$ cat config.mk
export PLATFORM = sky130hd
export DESIGN_NAME = load_scoreboard
export DESIGN_NICKNAME = d
export VERILOG_FILES = /design/src/rtl/load_scoreboard_pkg.sv /design/src/rtl/load_scoreboard_counter.sv /design/src/rtl/load_scoreboard.sv
export SDC_FILE = /design/constraint.sdc
export NUM_CORES = 1
export LEC_CHECK = 0
export ABC_AREA = 1
export CAP_MARGIN = 10
export CELL_PAD_IN_SITES_DETAIL_PLACEMENT = 1
export CELL_PAD_IN_SITES_GLOBAL_PLACEMENT = 2
export CORE_MARGIN = 5
export CORE_UTILIZATION = 30
export DETAILED_ROUTE_END_ITERATION = 10
export GPL_TIMING_DRIVEN = 1
export PLACE_DENSITY_LB_ADDON = 0.05
export REMOVE_ABC_BUFFERS = 1
export SYNTH_ARGS = -nofsm -noshare
export SYNTH_HDL_FRONTEND = slang
export SYNTH_SLANG_ARGS = --single-unit
$ cat constraint.sdc
create_clock -name clk -period 2.8 [get_ports clk]
set_input_delay 0.42 -clock clk [delete_from_list [all_inputs] [get_ports clk]]
set_output_delay 0.42 -clock clk [all_outputs]
set_load 0.1 [all_outputs]
$ cat src/rtl/load_scoreboard_pkg.sv
`default_nettype none
// ============================================================================
// Module      : load_scoreboard_pkg
// Description : Shared constants and helpers for the load scoreboard:
//               rd source selects, counter defaults and the "tracked write"
//               predicate used for both the issue and the retire side.
// Revision    : 1.0 - initial release
// ============================================================================
package load_scoreboard_pkg;

    // Source of the value written to rd; only MEM results cannot be forwarded
    localparam logic [1:0] RD_DATA_SEL_ALU = 2'd0;
    localparam logic [1:0] RD_DATA_SEL_PC4 = 2'd1;
    localparam logic [1:0] RD_DATA_SEL_MEM = 2'd2;

    // Counter defaults: one load each in EX, MEMPREP, MEMEX and WB
    localparam int SB_NUM_REGS     = 16;
    localparam int SB_CNT_W        = 3;
    localparam int SB_MAX_INFLIGHT = 4;

    // A write is tracked when it is a real, non-x0 write of memory data
    function automatic logic sb_tracked(
        input logic       valid,
        input logic       we,
        input logic       rd_nonzero,
        input logic [1:0] rd_data_sel
    );
        return valid && we && rd_nonzero && (rd_data_sel == RD_DATA_SEL_MEM);
    endfunction

endpackage : load_scoreboard_pkg
`default_nettype wire

$ cat src/rtl/load_scoreboard_counter.sv
`default_nettype none
// ============================================================================
// Module      : load_scoreboard_counter
// Description : Per-register up/down saturating count of loads in flight.
//               Simultaneous inc and dec cancel. err flags an inc while full
//               or a dec while empty; the count never leaves 0..MAX_INFLIGHT.
// Revision    : 1.0 - initial release
// ============================================================================
module load_scoreboard_counter
    import load_scoreboard_pkg::*;
#(
    parameter int CNT_W        = SB_CNT_W,
    parameter int MAX_INFLIGHT = SB_MAX_INFLIGHT
) (
    input  logic clk,
    input  logic rst_n,
    input  logic inc,
    input  logic dec,
    output logic pending,
    output logic err
);

    localparam logic [CNT_W-1:0] c_max = CNT_W'(MAX_INFLIGHT);

    logic [CNT_W-1:0] r_count;
    logic             w_full;
    logic             w_empty;

    assign w_full  = (r_count == c_max);
    assign w_empty = (r_count == '0);

    // Count in-flight loads; saturate at both ends, cancel on inc+dec
    always_ff @(posedge clk or negedge rst_n) begin
        if (!rst_n) begin
            r_count <= '0;
        end else if (inc && !dec && !w_full) begin
            r_count <= r_count + CNT_W'(1);
        end else if (dec && !inc && !w_empty) begin
            r_count <= r_count - CNT_W'(1);
        end
    end

    assign pending = !w_empty;
    assign err     = (inc && w_full) || (dec && w_empty);

endmodule : load_scoreboard_counter
`default_nettype wire

$ cat src/rtl/load_scoreboard.sv
`default_nettype none
// ============================================================================
// Module      : load_scoreboard
// Description : Tracks in-flight RV32E loads (rd_data_sel == MEM) from issue
//               to retirement and stalls ID on a read of a pending register.
//               Optional macro SCOREBOARD_STATS_EN adds stall_cycles and
//               load_issues statistics counters.
// Revision    : 1.0 - initial release
// ============================================================================
module load_scoreboard
    import load_scoreboard_pkg::*;
#(
    parameter int NUM_REGS     = SB_NUM_REGS,
    parameter int CNT_W        = SB_CNT_W,
    parameter int MAX_INFLIGHT = SB_MAX_INFLIGHT
) (
    input  logic                        clk,
    input  logic                        rst_n,
    input  logic [$clog2(NUM_REGS)-1:0] rs1,
    input  logic [$clog2(NUM_REGS)-1:0] rs2,
    input  logic                        uses_rs1,
    input  logic                        uses_rs2,
    input  logic                        issue_valid,
    input  logic                        issue_we,
    input  logic [$clog2(NUM_REGS)-1:0] issue_rd,
    input  logic [1:0]                  issue_rd_data_sel,
    input  logic                        wb_valid,
    input  logic                        wb_we,
    input  logic [$clog2(NUM_REGS)-1:0] wb_rd,
    input  logic [1:0]                  wb_rd_data_sel,
    output logic                        stall_ID,
    output logic [NUM_REGS-1:0]         pending_mask,
    output logic                        busy,
    output logic                        sb_error
`ifdef SCOREBOARD_STATS_EN
    ,
    output logic [31:0]                 stall_cycles,
    output logic [31:0]                 load_issues
`endif
);

    localparam int c_reg_w = $clog2(NUM_REGS);

    logic                w_issue_trk;
    logic                w_retire_trk;
    logic [NUM_REGS-1:0] w_pending;
    logic [NUM_REGS-1:0] w_err;
    logic                w_stall_rs1;
    logic                w_stall_rs2;
    logic                r_err;

    assign w_issue_trk  = sb_tracked(issue_valid, issue_we, issue_rd != '0, issue_rd_data_sel);
    assign w_retire_trk = sb_tracked(wb_valid, wb_we, wb_rd != '0, wb_rd_data_sel);

    // x0 is hardwired to zero and never holds a pending load
    assign w_pending[0] = 1'b0;
    assign w_err[0]     = 1'b0;

    for (genvar r = 1; r < NUM_REGS; r++) begin : g_reg
        logic w_inc;
        logic w_dec;

        assign w_inc = w_issue_trk  && (issue_rd == c_reg_w'(r));
        assign w_dec = w_retire_trk && (wb_rd    == c_reg_w'(r));

        load_scoreboard_counter #(
            .CNT_W        (CNT_W),
            .MAX_INFLIGHT (MAX_INFLIGHT)
        ) u_cnt (
            .clk     (clk),
            .rst_n   (rst_n),
            .inc     (w_inc),
            .dec     (w_dec),
            .pending (w_pending[r]),
            .err     (w_err[r])
        );
    end

    // Stall uses registered state only, so a load issuing this cycle never
    // stalls its own issuer and the stall drops the cycle after WB
    assign w_stall_rs1 = uses_rs1 && (rs1 != '0) && w_pending[rs1];
    assign w_stall_rs2 = uses_rs2 && (rs2 != '0) && w_pending[rs2];
    assign stall_ID    = w_stall_rs1 || w_stall_rs2;

    // Sticky protocol error: counter misuse or issuing past a stall
    always_ff @(posedge clk or negedge rst_n) begin
        if (!rst_n) begin
            r_err <= 1'b0;
        end else if ((|w_err) || (issue_valid && stall_ID)) begin
            r_err <= 1'b1;
        end
    end

    assign pending_mask = w_pending;
    assign busy         = |w_pending;
    assign sb_error     = r_err;

`ifdef SCOREBOARD_STATS_EN
    logic [31:0] r_stall_cycles;
    logic [31:0] r_load_issues;

    // Free-running, wrapping statistics counters
    always_ff @(posedge clk or negedge rst_n) begin
        if (!rst_n) begin
            r_stall_cycles <= '0;
            r_load_issues  <= '0;
        end else begin
            if (stall_ID) begin
                r_stall_cycles <= r_stall_cycles + 32'd1;
            end
            if (w_issue_trk) begin
                r_load_issues <= r_load_issues + 32'd1;
            end
        end
    end

    assign stall_cycles = r_stall_cycles;
    assign load_issues  = r_load_issues;
`endif

endmodule : load_scoreboard
`default_nettype wire

# Yosys cells after proc, flatten, opt, wreduce, memory -nomap -nowiden
# Index checks and enable logic that the tools add are counted.
# word_totals
regBits	46
wordCells	373
out_inout_bits	19
inputBits	28
# op_classes
n_lt_le_gt_ge	2
n_eq_ne	47
reduce_logical	244
n_mux	34
add_sub_neg	30
# ops
op	count
logical AND 1 bit	131
two-way mux 3 bit	30
== test 4 bit (second input constant)	16
logical NOT 1 bit	60
adder 3 x 1 -> 3 bit (second input constant)	15
== test 3 bit (second input constant)	15
logical NOT 3 bit	15
subtractor 3 x 1 -> 3 bit (second input constant)	15
== test 4 x 3 -> 1 bit (second input constant)	8
nonzero test 2 bit	15
OR reduction 15 bit	2
logical OR 1 bit	17
== test 4 x 2 -> 1 bit (second input constant)	4
nonzero test 4 bit	4
< comparator 4 x 5 -> 1 bit (second input constant)	2
binary-select mux 1 bit (select 4 bit)	2
== test 4 x 1 -> 1 bit (second input constant)	2
== test 2 bit (second input constant)	2
two-way mux 1 bit	2

# Logic depth before layout (Yosys ltp)
# logic_depth
word_depth	9
depth_mapped	13
mapped_depth_nobuf	13

# Modules after synthesis
# From an unflattened synthesis, not the netlist that was laid out.
# hier_totals
hier_cells	618
hier_area_um2	4190.3
# modules_own_cells
mod	seq_area_each_um2	n_inst	cells_each	area_each_um2
load_scoreboard_counter	75.1	15	30	226.5
load_scoreboard	25.0	1	168	793.3

# Least setup slack after synthesis
# No wires, ideal clock.
# synth_path
path_kind	register to output
startpoint	reg g_reg[4].u_cnt.r_count[0]
endpoint	out busy
stages_incl_launch_ff	5
setup_slack_ps	341
required_ps	2380
arrival_time_ps	2039
n_path_buf	0
cell_sequence	dfrtp_1 -> nor3_1 -> inv_1 -> nor4_1 -> nand4_1
# synth_via
elab_chain_len	3
# synth_rtl
element	line	source
start, declared	load_scoreboard_counter.sv:25	logic [CNT_W-1:0] r_count;
start signal, assigned	load_scoreboard_counter.sv:37	r_count <= r_count + CNT_W'(1);
start signal, assigned	load_scoreboard_counter.sv:39	r_count <= r_count - CNT_W'(1);
logical NOT 3 bit	load_scoreboard_counter.sv:30	assign w_empty = (r_count == '0);
logical NOT 1 bit	load_scoreboard_counter.sv:43	assign pending = !w_empty;
named net g_reg[4].u_cnt.pending	load_scoreboard_counter.sv:19	output logic pending,
OR reduction 15 bit	load_scoreboard.sv:95	assign busy = |w_pending;
end, declared	load_scoreboard.sv:33	output logic busy,
# The timed path passes the listed nets, and every way through them passes these cells.

# Worst setup path in the final report
# layout_path
startpoint	in rs2[0]
endpoint	out stall_ID
# layout_via
elab_chain_len	4
word_cells_on_any_way	6
cone_classes	2 x mux; 4 x reduce/logical
# layout_rtl
element	line	source
start, declared	load_scoreboard.sv:20	input logic [$clog2(NUM_REGS)-1:0] rs2,
binary-select mux 1 bit (select 4 bit) / nonzero test 4 bit (equally long branches)	load_scoreboard.sv:82	assign w_stall_rs2 = uses_rs2 && (rs2 != '0) && w_pending[rs2];
two-way mux 1 bit (implied by the code) / logical AND 1 bit (equally long branches)	load_scoreboard.sv:82	
logical AND 1 bit (*)	load_scoreboard.sv:82	
logical OR 1 bit (*)	load_scoreboard.sv:83	assign stall_ID = w_stall_rs1 || w_stall_rs2;
end, declared	load_scoreboard.sv:31	output logic stall_ID,
# Mark *: on every way between the ends. The rest lies on a longest branch, timed or not. The select of a mux whose other input is x is not followed.

==> metrics.md <==
| Metric | Value |
|---|---|
| Worst-margin pin slew | `0.5336 ns` |
| Routed len/inst | `16.33 um` |
| H-tree Lvls | `2` |
| CP endpoint kind | `output pin` |
| Status | `finished clean` |
| N_diodes | `0` |
| Later-pin clock latency in the skew report | `0.30 ns` |
| Clock Pin Slew Worst Setup and Hold Paths | `0.07 ns` |
| Avg Inst Size Synth | `6.999 sq um` |
| Final std cells w/o fill | `781` |
| Total Routing Usage GR | `0.1704` |
| Flop2flop setup slack | `0.92 ns` |
| Worst Setup Start Kind | `primary input` |
| Antenna violations before repair | `0` |
| Post-CTS Setup Repair Bufs | `0` |
| Post-cts hold buffer count | `0` |
| Leading post-synthesis cells by cell area | `dfrtp_1 (29%), nand2_1 (16%), fa_1 (7.6%)` |
| Power Total | `0.003794 W` |
| Arrival time of the worst setup path | `2.10 ns` |
| Drt drc | `0` |
| Synth Instances | `561` |
| Worst r2r path cells | `6` |
| Fillers | `1,659` |
| RSZ-0062 raised after global routing | `false` |
| Final Hold Fails | `0` |
| Yosys top cell by area | `dfrtp_1` |
| Worst VDD drop | `0.5179 mV` |
| Sw Share | `0.5258` |
| Post-layout min period | `2.519 ns` |
| First-pass GRT wire length | `21,200 um` |
| DR vias | `3,666` |
| Starting Density | `0.3086` |
| Share of cells above drive strength 1 | `0.1396` |
| Yosys warning total | `0` |
| Slowest cell on the critical path | `clkdlybuf4s50_1` |
| Vias in the first global route | `4,005` |
| PortBufs | `45` |
| Routed Antenna Nets | `0` |
| Seq/Total Area, Yosys | `0.2932` |
| Pwr dens | `810.8 nW/um^2` |
| Largest net degree at the start of global routing | `28` |
| Number of setup violations in the final report | `0` |
| Worst Hold Class | `primary input to asynchronous set/reset pin` |
| Cell Int Power | `0.001799 W` |
| CP dominant cell by count | `nand2_1` |
| Die width | `124.4 um` |
| Gpl congestion | `0.8290` |
| Rel. slew slack | `0.6442` |
| Fmax | `0.3971 GHz` |
| Largest fanout on the critical path | `8` |
| Layout Skew | `0.005900 ns` |
| Number of vias per cell | `4.694` |
| DR iter-0 viols | `162` |
| Root Buffer | `clkbuf_16` |
| Yosys reg bits | `46` |
| Crit-path cells | `clkdlybuf4s50_1 -> inv_1 -> nand3_1 -> nand2_1 -> nand2_1 -> nand2_1 -> nand2_1 -> nand2_1 -> nand2_1 -> nand3_1 -> nand2_1 -> buf_12` |
| Fin crit share | `0.8995` |
| Pleak | `2.471 nW` |
| Iteration count of the initial detailed-routing pass | `4` |
| Final Net Count | `651` |
| Post-synth cell types | `32` |
| Clock network power share | `0.168` |
| Die area | `15,480 sq um` |
| Final HPWL DP | `10,610 um` |
| I/O Pins | `47` |
| CTS tree | `built` |
| CTS sink cnt | `46` |
| Max Slew Vio Count | `0` |
| Post-synth top area share | `0.2932` |
| Max clock buf depth | `2` |
| Syn-to-layout area delta | `19.18%` |
| Combinational share of power | `0.541` |
| Core box area | `12,720 sq um` |
| Post-CTS Resized | `0` |
| Worst Setup Path Type | `primary input to output pin` |
| Total global routing overflow | `0` |
| TritonCTS Buffers | `5` |
| Crit Reg-Reg Endpoint | `g_reg[14].u_cnt.r_count[1]$_DFFE_PN0P_` |
| Largest stage delay, worst path | `0.43 ns` |
| RR Startpoint | `g_reg[14].u_cnt.r_count[0]$_DFFE_PN0P_` |
| Rows | `41` |
| Seq pwr share | `0.290` |
| Req. time, crit path | `2.38 ns` |
| Synthesized area | `3926 sq um` |
| Placed insts | `773` |
| Max Cap Viol | `0` |
| Die extent in y | `124.4 um` |
| Net load switching power | `0.001995 W` |
| Final wirelength | `12,750 um` |
kinds of logic after synthesis:
logic type,count (synthesis),synth area share
XOR/XNOR,30,0.06692
buffers and inverters,99,0.1109
flip-flops,46,0.2932
other,1,0.0009551
AND/OR/NAND/NOR,338,0.3974
multiplexers,1,0.002549
adder cells (fa/ha/maj),15,0.07648
AO/OA/AOI/OAI,31,0.05163
through the flow:
stage               hold WS (ns)  setup TNS, ns  instance area, sq um  utilization  setup WS (ns)
floorplan                 0.1244        -0.5085                  3801            -        -0.4063
global placement          0.4344              0                  4532       0.3562        0.09782
detailed placement        0.4314              0                  4532       0.3562        0.04422
CTS                       0.1120              0                  4679       0.3678         0.2323
global route              0.1266              0                  4679       0.3678        0.05399
finish                   0.09217              0                  4679       0.3678         0.2814
state kept, by name, indices dropped and copies added, names as in the netlist:
register         count
g.u_cnt.r_count     45
sb_error             1
worst max-delay path: cells and delay by family:
kind	cells	cell delay, ns
buf+inv	3	0.88
simple gates	9	0.79
power groups by stage:
stage / logic (W) / registers, W / clock network [W]
floorplan: 0.00155 / 0.00107 / 0
global placement: 0.00204 / 0.00111 / 0
detailed placement: 0.00208 / 0.00112 / 0
CTS: 0.00209 / 0.00111 / 0.000669
global route: 0.00225 / 0.00115 / 0.000690
finish: 0.00205 / 0.00110 / 0.000639
how the worst max path moves through the flow:
| stage | end | slack [ns] | from |
|---|---|---|---|
| 3_5_place_dp | g_reg[12].u_cnt.r_count[2]$_DFFE_PN0P_ | 0.04 | issue_valid |
| 2_1_floorplan | busy | -0.41 | g_reg[1].u_cnt.r_count[0]$_DFFE_PN0P_ |
| 4_1_cts | stall_ID | 0.23 | g_reg[10].u_cnt.r_count[0]$_DFFE_PN0P_ |
| 3_3_place_gp | g_reg[8].u_cnt.r_count[2]$_DFFE_PN0P_ | 0.1 | issue_valid |
| 5_1_grt | stall_ID | 0.05 | rs2[0] |
| 6_report | stall_ID | 0.28 | rs2[0] |
metal layers:
metal  up-vias  GRT usage  part of all wire
met5         -          0                 0
met4         0    0.03740            0.0091
met3         8    0.03259             0.033
met2        55     0.2952              0.49
met1      1764     0.2202              0.47
li1       1839          -                 -
area by class of cell:
type,count,area (sq um),share of cell area
multi-input cells,416,2340,0.5000
flip-flops and latches,46,1151,0.2460
repair buffers,57,515.5,0.1102
inverters,82,310.3,0.06631
well taps,172,215.2,0.04599
clock buffers,7,142.6,0.03048
clock inverters,1,5.005,0.001070
Yosys cell counts:
master,n
nand4_1,16
nor2_2,7
o21ai_2,8
nor3_1,21
o21ai_0,6
nor2_1,53
nor3_2,2
buf_2,1
nor2_8,2
nand2_4,1
inv_4,1
nand3b_1,1
o21ai_1,10
mux2i_1,1
nand3_2,3
inv_1,75
nand3b_2,1
or2_2,1
o31ai_2,2
nand3_1,46
nor4_1,3
inv_2,6
a21oi_1,4
nand2_2,8
dfrtp_1,46
o211ai_1,1
nand2_1,168
xor2_1,30
fa_1,15
buf_4,16
conb_1,1
nor2_4,5
cells in the final DEF, fill, tap and decap left out, types with 5 or more instances in the layout:
cell type        count
buf_4               28
clkbuf_16            5
clkdlybuf4s50_1     26
dfrtp_1             46
fa_1                15
inv_1               75
inv_2                6
nand2_1            168
nand2_2              8
nand3_1             46
nand4_1             16
nor2_1              53
nor2_2               7
nor2_4               5
nor3_1              21
o21ai_0              6
o21ai_1             10
o21ai_2              8
xor2_1              30
(Power assumes the default switching activity.)
